--- src/rtl/sfu_commit_gather_if.sv ---
// Commit bus between the SFU response arbiter and the per-issue-slot commit ports.
// The slave modport is the gather block; the master side drives packets and slot readiness.
interface sfu_commit_gather_if #(
  parameter int ISSUE_CNT  = 4,
  parameter int WARP_CNT   = 8,
  parameter int THREAD_CNT = 4,
  parameter int NUM_LANES  = 2,
  parameter int XLEN       = 32,
  parameter int UUID_W     = 44
);
  localparam int WID_W = (WARP_CNT > 1) ? $clog2(WARP_CNT) : 1;
  localparam int WIS_W = ((WARP_CNT / ISSUE_CNT) > 1) ? $clog2(WARP_CNT / ISSUE_CNT) : 1;
  localparam int PID_W = ((THREAD_CNT / NUM_LANES) > 1) ? $clog2(THREAD_CNT / NUM_LANES) : 1;

  // valid/ready: a transfer happens on a rising clk edge where valid && ready;
  // valid never depends on ready, and a held payload stays stable until it transfers.
  logic                             in_valid;
  logic                             in_ready;
  logic [UUID_W-1:0]                in_uuid;
  logic [WID_W-1:0]                 in_wid;
  logic [NUM_LANES-1:0]             in_tmask;
  logic [NUM_LANES*XLEN-1:0]        in_data;
  logic [4:0]                       in_rd;
  logic                             in_wb;
  logic [XLEN-1:0]                  in_pc;
  logic [PID_W-1:0]                 in_pid;
  logic                             in_sop;
  logic                             in_eop;

  logic [ISSUE_CNT-1:0]             out_valid;
  logic [ISSUE_CNT-1:0]             out_ready;
  logic [ISSUE_CNT*UUID_W-1:0]      out_uuid;
  logic [ISSUE_CNT*WIS_W-1:0]       out_wis;
  logic [ISSUE_CNT*THREAD_CNT-1:0]  out_tmask;
  logic [ISSUE_CNT*THREAD_CNT*XLEN-1:0] out_data;
  logic [ISSUE_CNT*5-1:0]           out_rd;
  logic [ISSUE_CNT-1:0]             out_wb;
  logic [ISSUE_CNT*XLEN-1:0]        out_pc;
  logic [ISSUE_CNT-1:0]             out_sop;
  logic [ISSUE_CNT-1:0]             out_eop;

  modport slave (
    input  in_valid, in_uuid, in_wid, in_tmask, in_data, in_rd, in_wb, in_pc,
           in_pid, in_sop, in_eop, out_ready,
    output in_ready, out_valid, out_uuid, out_wis, out_tmask, out_data, out_rd,
           out_wb, out_pc, out_sop, out_eop
  );

  modport master (
    output in_valid, in_uuid, in_wid, in_tmask, in_data, in_rd, in_wb, in_pc,
           in_pid, in_sop, in_eop, out_ready,
    input  in_ready, out_valid, out_uuid, out_wis, out_tmask, out_data, out_rd,
           out_wb, out_pc, out_sop, out_eop
  );
endinterface

--- src/rtl/sfu_commit_gather.sv ---
// Routes the arbitrated SFU commit stream to per-issue-slot ports through 2-entry buffers,
// expanding each PID packet to full warp width. SFU_GATHER_PERF_EN adds the perf_stalls counter.
module sfu_commit_gather #(
  parameter int ISSUE_CNT  = 4,
  parameter int WARP_CNT   = 8,
  parameter int THREAD_CNT = 4,
  parameter int NUM_LANES  = 2,
  parameter int XLEN       = 32,
  parameter int UUID_W     = 44,
  parameter int PERF_W     = 44
) (
  input  logic clk,
  input  logic reset,
  sfu_commit_gather_if.slave bus
`ifdef SFU_GATHER_PERF_EN
  ,output logic [PERF_W-1:0] perf_stalls
`endif
);
  localparam int ISW_SH = $clog2(ISSUE_CNT);
  localparam int ISW    = (ISW_SH > 0) ? ISW_SH : 1;
  localparam int WIS_W  = ((WARP_CNT / ISSUE_CNT) > 1) ? $clog2(WARP_CNT / ISSUE_CNT) : 1;
  localparam int PKTS   = THREAD_CNT / NUM_LANES;

  typedef struct packed {
    logic [UUID_W-1:0]          uuid;
    logic [WIS_W-1:0]           wis;
    logic [THREAD_CNT-1:0]      tmask;
    logic [THREAD_CNT*XLEN-1:0] data;
    logic [4:0]                 rd;
    logic                       wb;
    logic [XLEN-1:0]            pc;
    logic                       sop;
    logic                       eop;
  } entry_t;

  entry_t     mem_q [ISSUE_CNT][2];
  logic       wr_q  [ISSUE_CNT];
  logic       rd_q  [ISSUE_CNT];
  logic [1:0] cnt_q [ISSUE_CNT];

  logic [ISW-1:0]       isel;
  logic                 in_fire;
  logic [ISSUE_CNT-1:0] push_s;
  logic [ISSUE_CNT-1:0] pop_s;
  entry_t               new_entry;
  int                   lane_off;

  if (ISSUE_CNT == 1) begin : g_one_slot
    assign isel = '0;
  end else begin : g_multi_slot
    assign isel = bus.in_wid[ISW-1:0];
  end

  // in_ready looks only at the registered occupancy, so a full slot stays closed even while it pops.
  assign bus.in_ready = (cnt_q[isel] != 2'd2);
  assign in_fire      = bus.in_valid && bus.in_ready;

  always_comb begin
    lane_off = 0;
    if (PKTS > 1) lane_off = NUM_LANES * int'(bus.in_pid);
    new_entry       = '0;
    new_entry.uuid  = bus.in_uuid;
    new_entry.wis   = WIS_W'(bus.in_wid >> ISW_SH);
    new_entry.tmask = THREAD_CNT'(bus.in_tmask) << lane_off;
    new_entry.data  = (THREAD_CNT*XLEN)'(bus.in_data) << (lane_off * XLEN);
    new_entry.rd    = bus.in_rd;
    new_entry.wb    = bus.in_wb;
    new_entry.pc    = bus.in_pc;
    new_entry.sop   = bus.in_sop;
    new_entry.eop   = bus.in_eop;
  end

  always_comb begin
    push_s = '0;
    pop_s  = '0;
    for (int s = 0; s < ISSUE_CNT; s++) begin
      push_s[s] = in_fire && (isel == ISW'(s));
      pop_s[s]  = (cnt_q[s] != 2'd0) && bus.out_ready[s];
    end
  end

  always_ff @(posedge clk) begin
    if (reset) begin
      for (int s = 0; s < ISSUE_CNT; s++) begin
        cnt_q[s]    <= 2'd0;
        wr_q[s]     <= 1'b0;
        rd_q[s]     <= 1'b0;
        mem_q[s][0] <= '0;
        mem_q[s][1] <= '0;
      end
    end else begin
      for (int s = 0; s < ISSUE_CNT; s++) begin
        if (push_s[s]) begin
          mem_q[s][wr_q[s]] <= new_entry;
          wr_q[s]           <= ~wr_q[s];
        end
        if (pop_s[s]) rd_q[s] <= ~rd_q[s];
        cnt_q[s] <= cnt_q[s] + 2'(push_s[s]) - 2'(pop_s[s]);
      end
    end
  end

  always_comb begin
    bus.out_valid = '0;
    bus.out_uuid  = '0;
    bus.out_wis   = '0;
    bus.out_tmask = '0;
    bus.out_data  = '0;
    bus.out_rd    = '0;
    bus.out_wb    = '0;
    bus.out_pc    = '0;
    bus.out_sop   = '0;
    bus.out_eop   = '0;
    for (int s = 0; s < ISSUE_CNT; s++) begin
      bus.out_valid[s]                                    = (cnt_q[s] != 2'd0);
      bus.out_uuid[s*UUID_W +: UUID_W]                    = mem_q[s][rd_q[s]].uuid;
      bus.out_wis[s*WIS_W +: WIS_W]                       = mem_q[s][rd_q[s]].wis;
      bus.out_tmask[s*THREAD_CNT +: THREAD_CNT]           = mem_q[s][rd_q[s]].tmask;
      bus.out_data[s*THREAD_CNT*XLEN +: THREAD_CNT*XLEN]  = mem_q[s][rd_q[s]].data;
      bus.out_rd[s*5 +: 5]                                = mem_q[s][rd_q[s]].rd;
      bus.out_wb[s]                                       = mem_q[s][rd_q[s]].wb;
      bus.out_pc[s*XLEN +: XLEN]                          = mem_q[s][rd_q[s]].pc;
      bus.out_sop[s]                                      = mem_q[s][rd_q[s]].sop;
      bus.out_eop[s]                                      = mem_q[s][rd_q[s]].eop;
    end
  end

`ifdef SFU_GATHER_PERF_EN
  logic [PERF_W-1:0] perf_q;
  always_ff @(posedge clk) begin
    if (reset) perf_q <= '0;
    else if (bus.in_valid && !bus.in_ready) perf_q <= perf_q + 1'b1;
  end
  assign perf_stalls = perf_q;
`endif

endmodule

--- src/flat_wrapper.sv ---
// flat-port wrapper written by rule: the top's interface ports become plain ports
module sfu_commit_gather_flat 
#(
  parameter int ISSUE_CNT  = 4,
  parameter int WARP_CNT   = 8,
  parameter int THREAD_CNT = 4,
  parameter int NUM_LANES  = 2,
  parameter int XLEN       = 32,
  parameter int UUID_W     = 44,
  parameter int PERF_W     = 44
)
  (clk, reset, bus_in_valid, bus_in_uuid, bus_in_wid, bus_in_tmask, bus_in_data, bus_in_rd, bus_in_wb, bus_in_pc, bus_in_pid, bus_in_sop, bus_in_eop, bus_out_ready, bus_in_ready, bus_out_valid, bus_out_uuid, bus_out_wis, bus_out_tmask, bus_out_data, bus_out_rd, bus_out_wb, bus_out_pc, bus_out_sop, bus_out_eop);
  sfu_commit_gather_if #(.ISSUE_CNT(ISSUE_CNT), .WARP_CNT(WARP_CNT), .THREAD_CNT(THREAD_CNT), .NUM_LANES(NUM_LANES), .XLEN(XLEN), .UUID_W(UUID_W)) bus_i ();
  input  logic clk;
  input  logic reset;
  input wire logic [$bits(bus_i.in_valid)-1:0] bus_in_valid;
  input wire logic [$bits(bus_i.in_uuid)-1:0] bus_in_uuid;
  input wire logic [$bits(bus_i.in_wid)-1:0] bus_in_wid;
  input wire logic [$bits(bus_i.in_tmask)-1:0] bus_in_tmask;
  input wire logic [$bits(bus_i.in_data)-1:0] bus_in_data;
  input wire logic [$bits(bus_i.in_rd)-1:0] bus_in_rd;
  input wire logic [$bits(bus_i.in_wb)-1:0] bus_in_wb;
  input wire logic [$bits(bus_i.in_pc)-1:0] bus_in_pc;
  input wire logic [$bits(bus_i.in_pid)-1:0] bus_in_pid;
  input wire logic [$bits(bus_i.in_sop)-1:0] bus_in_sop;
  input wire logic [$bits(bus_i.in_eop)-1:0] bus_in_eop;
  input wire logic [$bits(bus_i.out_ready)-1:0] bus_out_ready;
  output wire logic [$bits(bus_i.in_ready)-1:0] bus_in_ready;
  output wire logic [$bits(bus_i.out_valid)-1:0] bus_out_valid;
  output wire logic [$bits(bus_i.out_uuid)-1:0] bus_out_uuid;
  output wire logic [$bits(bus_i.out_wis)-1:0] bus_out_wis;
  output wire logic [$bits(bus_i.out_tmask)-1:0] bus_out_tmask;
  output wire logic [$bits(bus_i.out_data)-1:0] bus_out_data;
  output wire logic [$bits(bus_i.out_rd)-1:0] bus_out_rd;
  output wire logic [$bits(bus_i.out_wb)-1:0] bus_out_wb;
  output wire logic [$bits(bus_i.out_pc)-1:0] bus_out_pc;
  output wire logic [$bits(bus_i.out_sop)-1:0] bus_out_sop;
  output wire logic [$bits(bus_i.out_eop)-1:0] bus_out_eop;
  assign bus_i.in_valid = bus_in_valid;
  assign bus_i.in_uuid = bus_in_uuid;
  assign bus_i.in_wid = bus_in_wid;
  assign bus_i.in_tmask = bus_in_tmask;
  assign bus_i.in_data = bus_in_data;
  assign bus_i.in_rd = bus_in_rd;
  assign bus_i.in_wb = bus_in_wb;
  assign bus_i.in_pc = bus_in_pc;
  assign bus_i.in_pid = bus_in_pid;
  assign bus_i.in_sop = bus_in_sop;
  assign bus_i.in_eop = bus_in_eop;
  assign bus_i.out_ready = bus_out_ready;
  assign bus_in_ready = bus_i.in_ready;
  assign bus_out_valid = bus_i.out_valid;
  assign bus_out_uuid = bus_i.out_uuid;
  assign bus_out_wis = bus_i.out_wis;
  assign bus_out_tmask = bus_i.out_tmask;
  assign bus_out_data = bus_i.out_data;
  assign bus_out_rd = bus_i.out_rd;
  assign bus_out_wb = bus_i.out_wb;
  assign bus_out_pc = bus_i.out_pc;
  assign bus_out_sop = bus_i.out_sop;
  assign bus_out_eop = bus_i.out_eop;
  sfu_commit_gather #(.ISSUE_CNT(ISSUE_CNT), .WARP_CNT(WARP_CNT), .THREAD_CNT(THREAD_CNT), .NUM_LANES(NUM_LANES), .XLEN(XLEN), .UUID_W(UUID_W), .PERF_W(PERF_W)) u_core (.clk(clk), .reset(reset), .bus(bus_i));
endmodule
--- config.mk ---
export PLATFORM = sky130hd
export DESIGN_NAME = sfu_commit_gather_flat
export DESIGN_NICKNAME = d
export VERILOG_FILES = /design/src/rtl/sfu_commit_gather_if.sv /design/src/rtl/sfu_commit_gather.sv /design/src/flat_wrapper.sv
export SDC_FILE = /design/constraint.sdc
export NUM_CORES = 2
export LEC_CHECK = 0
export BUFFER_PORTS_ARGS = -buffer_cell sky130_fd_sc_hd__buf_2
export CORE_AREA = 2 2 400 402
export DETAILED_ROUTE_END_ITERATION = 12
export DIE_AREA = 0 0 402 404
export PLACE_DENSITY = 0.8
export SLEW_MARGIN = 30
export SYNTH_ARGS = -nofsm -noshare
export SYNTH_HDL_FRONTEND = slang
export SYNTH_SLANG_ARGS = --single-unit
--- constraint.sdc ---
create_clock -name clk -period 42.5 [get_ports clk]
set_input_delay 12.75 -clock clk [delete_from_list [all_inputs] [get_ports clk]]
set_output_delay 12.75 -clock clk [all_outputs]
set_load 0.02 [all_outputs]
==> flow_summary.rst <==
.. list-table::
   :header-rows: 1

   * - Metric
     - Value
   * - Outcome
     - finished, final reports clean
   * - Buffer cell driving the clock tree root
     - clkbuf_16
   * - Number of vias after detailed routing
     - just under 50000
   * - Largest net degree at the start of global routing
     - 138
   * - Ys Warns
     - 0
   * - Overall routing resource usage
     - 0.294
   * - Detailed-route vias per instance
     - roughly 5.7
   * - Type of origin of the critical path
     - input port
   * - Part of the cycle the worst path needs
     - 0.624
   * - Fin crit period
     - roughly 27 ns
   * - Detailed router's first-iteration violation count
     - roughly 4700
   * - Required time worst endpoint
     - 29.75 ns
   * - DRC violations left
     - 0
   * - Synth Net Count
     - about 5700
   * - Placed wire-length estimate
     - around 160000 um
   * - Critical path class
     - input port to output pin
   * - Max-slew headroom
     - 0.228
   * - CP endpoint kind
     - output pin
   * - Clock transition at the registers of the reported paths
     - roughly 0.050 ns
   * - Std-Cell Core Area
     - between 150000 and 200000 um^2
   * - CTS tree
     - yes
   * - Async SR Flop Fraction
     - 0
   * - CTS Buffer Depth
     - 3
   * - Highest cell delay on the worst timing path
     - 0.31 ns
   * - Synthesized area per cell
     - about 13 um^2
   * - Post-Synthesis Cell Area
     - 74500 um^2
   * - Ports
     - 1034
   * - Average wire length per cell after detail routing
     - around 29 um
   * - Number of buffers added for setup after CTS
     - 0
   * - Std-Cell Rows
     - approximately 150
   * - Synth area leader
     - edfxtp_1
   * - Number of enable-type register cells in the synthesized netlist
     - roughly 1100
   * - Total number of clock tree sinks
     - approximately 1800
   * - Post-synth cell types
     - 34
   * - Max Clock Skew
     - 0.0628 ns
   * - Buffers & Inverters on Critical Path
     - 2
   * - Top cells by area, synth
     - edfxtp_1 44%, dfxtp_1 18%, mux2_2 16%
   * - Top_reg_cell synth
     - edfxtp_1
   * - Origin of the worst setup path
     - bus_in_wid[0]
   * - Final Hold Slack
     - approximately 0.47 ns
   * - Main combinational cell family by area after synthesis
     - multiplexers
   * - CP arrival
     - between 10 and 15 ns
   * - Slowest cell on crit path
     - and2_1
   * - Final count of negative-setup-slack endpoints
     - 0
   * - Cell occurring most often along the worst timing path
     - buf_2
   * - Area of the die
     - ~160000 um^2
   * - Number of nets in the final layout
     - 6579
   * - Count of buffers from port buffering
     - about 1000
   * - Hold bufs inserted after CTS
     - 0
   * - Clock insertion delay at the later pin of the skew report
     - 0.81 ns
   * - Area share of xor/xnor cells in the synthesized design
     - 0.000941
   * - Total power divided by cell area
     - roughly 50 nW/um^2
   * - Max-slew violations
     - 0
   * - Cell class contributing the biggest share of worst-path delay
     - buffers and inverters
   * - Share of cell area taken by muxes after synthesis
     - 0.222
   * - Overall power consumption
     - around 4.3 mW
   * - First-pass GRT wire length
     - 347000 um
   * - Cell-by-cell trace of the critical path
     - buf_2 > and2_1 > a22oi_2 > o21ai_0 > buf_2
   * - Number of synthesized register bits
     - between 1500 and 2000
   * - Count of H-tree levels built during CTS
     - 4
   * - Horizontal die dimension
     - roughly 400 um
   * - Clock buffers created by TritonCTS
     - roughly 180
   * - Area growth from synthesis to layout
     - 17.5%
   * - Die height
     - between 400 and 500 um
   * - Area fraction in compound gates after synthesis
     - 0.0191
   * - Antenna violations before repair
     - 40
   * - Proportion of netlist area held by the largest area contributor
     - 0.441
   * - Adder-Cell Fraction of Synth Area
     - 0.00134
   * - Simple-gate share of the synthesized area
     - 0.115
   * - Crit Path Max Fanout
     - 8
   * - Detailed Route WL
     - roughly 250000 um
   * - Top achievable clock speed
     - between 30 and 40 MHz
   * - Part of the Yosys area used for sequential elements
     - 0.618
   * - Number of antenna-violating nets in the routed design
     - 0
   * - Remaining global-route overflow
     - 0
   * - Number of global-route vias before repair
     - a little under 50000
   * - Final-report hold violation count
     - 0
   * - Unrepaired setup endpoints after global routing
     - false
   * - IR drop worst, VDD
     - 38.3 uV
   * - Type of the most critical hold path
     - flop to flop
   * - Starting Density
     - 0.472
   * - Number of maximum-capacitance constraint violations
     - 0
   * - Worst flop-to-flop path startpoint
     - u_core.cnt_q[0][0]
   * - Routability Congestion
     - 0.905
   * - Setup TNS
     - 0 ns
   * - Worst hold path startpoint
     - u_core.mem_q[0][1081]
   * - Actual transition at the worst max-transition pin
     - about 1.2 ns
   * - Gates resized, CTS repair
     - 0
   * - P_leak
     - roughly 37 nW
   * - Fraction of layout cells with a size suffix above 1
     - 0.376
   * - Number of iterations in the first detailed-routing pass
     - 6
   * - Cell count after synthesis
     - 5520
## logic make-up after synthesis
logic type | count (synthesis)
flip-flops | 1752
AND/OR/NAND/NOR | 1589
multiplexers | 1520
buffers and inverters | 421
AO/OA/AOI/OAI | 222
XOR/XNOR | 8
adder cells (fa/ha/maj) | 8
## sequential cells by signal (all words and copies together) (netlist names)
name and cells:
u_core.wr_q 4, u_core.mem_q 1736, u_core.cnt_q 8, u_core.rd_q 4
## through the flow
stage                     cells   util  setup WS, ns  instance area [um^2]
after floorplan            5520      -         15.63                 74500
after global routing       8647  0.554         15.92                 87400
after CTS                  8638  0.554         16.00                 87400
after global placement     8294  0.515         15.99                 81300
after detailed placement   8301  0.516         16.00                 81500
final                      8661  0.554         15.96                 87500
## layout make-up
class	count	area (um^2)
clock buffers	272	5100
repair buffers	1113	6040
flip-flops and latches	1752	46000
diodes	22	55.1
fillers	12664	70400
clock inverters	65	756
well taps	2072	2590
inverters	18	68.8
multi-input cells	3347	26800
## synthesized netlist by cell type, types with 3 or more instances
cell,count
edfxtp_1,1093
mux2_2,1071
dfxtp_1,659
nand2b_1,614
mux2i_1,449
nor2_1,386
clkbuf_1,288
nor2b_1,211
and2_1,171
nand2_1,157
a211oi_1,120
a21oi_1,97
buf_2,75
buf_1,30
or2_2,24
inv_1,17
ha_1,8
nand3_1,8
buf_6,7
nor3_1,7
xnor2_1,4
xor2_1,4
clkbuf_2,3
nand4_1,3
nor3b_1,3
o21bai_1,3
## power breakdown
| part | internal, mW | switching, mW |
|---|---|---|
| Sequential | 1.90 | 0.0268 |
| Clock | 0.884 | 0.686 |
| Combinational | 0.271 | 0.564 |
| Total | 3.05 | 1.28 |
## tightest hold or removal path: stages, from the launching register on
cell      delay (ns)
dfxtp_1         0.30
nand2b_1        0.06
mux2i_1         0.06
## final timing paths
path,to,slack (ns),cells after the start
setup / recovery,bus_in_ready,15.96,5
hold / removal,u_core.mem_q[0][1081],0.47,2
setup reg to reg,u_core.mem_q[0][29],38.64,6
hold reg to reg,u_core.mem_q[0][1081],0.47,2
## cells in the final DEF, fill, tap and decap left out, types with 7 or more instances in the layout
master,netlist,routed
nand2b_1,614,609
mux2_2,1071,1071
edfxtp_1,1093,1093
a21oi_1,97,97
clkbuf_16,0,181
clkinv_1,0,23
buf_4,0,55
nor3_1,7,7
clkbuf_1,288,68
buf_12,0,10
mux2i_1,449,449
inv_1,17,17
dfxtp_1,659,659
a211oi_1,120,119
clkinv_2,1,15
bufinv_16,0,8
nor2_1,386,386
nand2_1,157,157
buf_2,75,1031
ha_1,8,8
diode_2,0,22
buf_6,7,9
and2_1,171,171
clkbuf_8,0,23
nor2b_1,211,210
or2_2,24,24
clkinv_16,0,8
## routing by layer
| layer | GRT usage | vias up | routed length [um] |
|---|---|---|---|
| met5 | 0 | - | 149 |
| met4 | 0.165 | 24 | 15600 |
| met3 | 0.0906 | 581 | 25100 |
| met2 | 0.461 | 2685 | 114000 |
| met1 | 0.361 | 24975 | 93700 |
| li1 | - | 21356 | - |
Note: power is estimated with default switching activity, not from simulation.
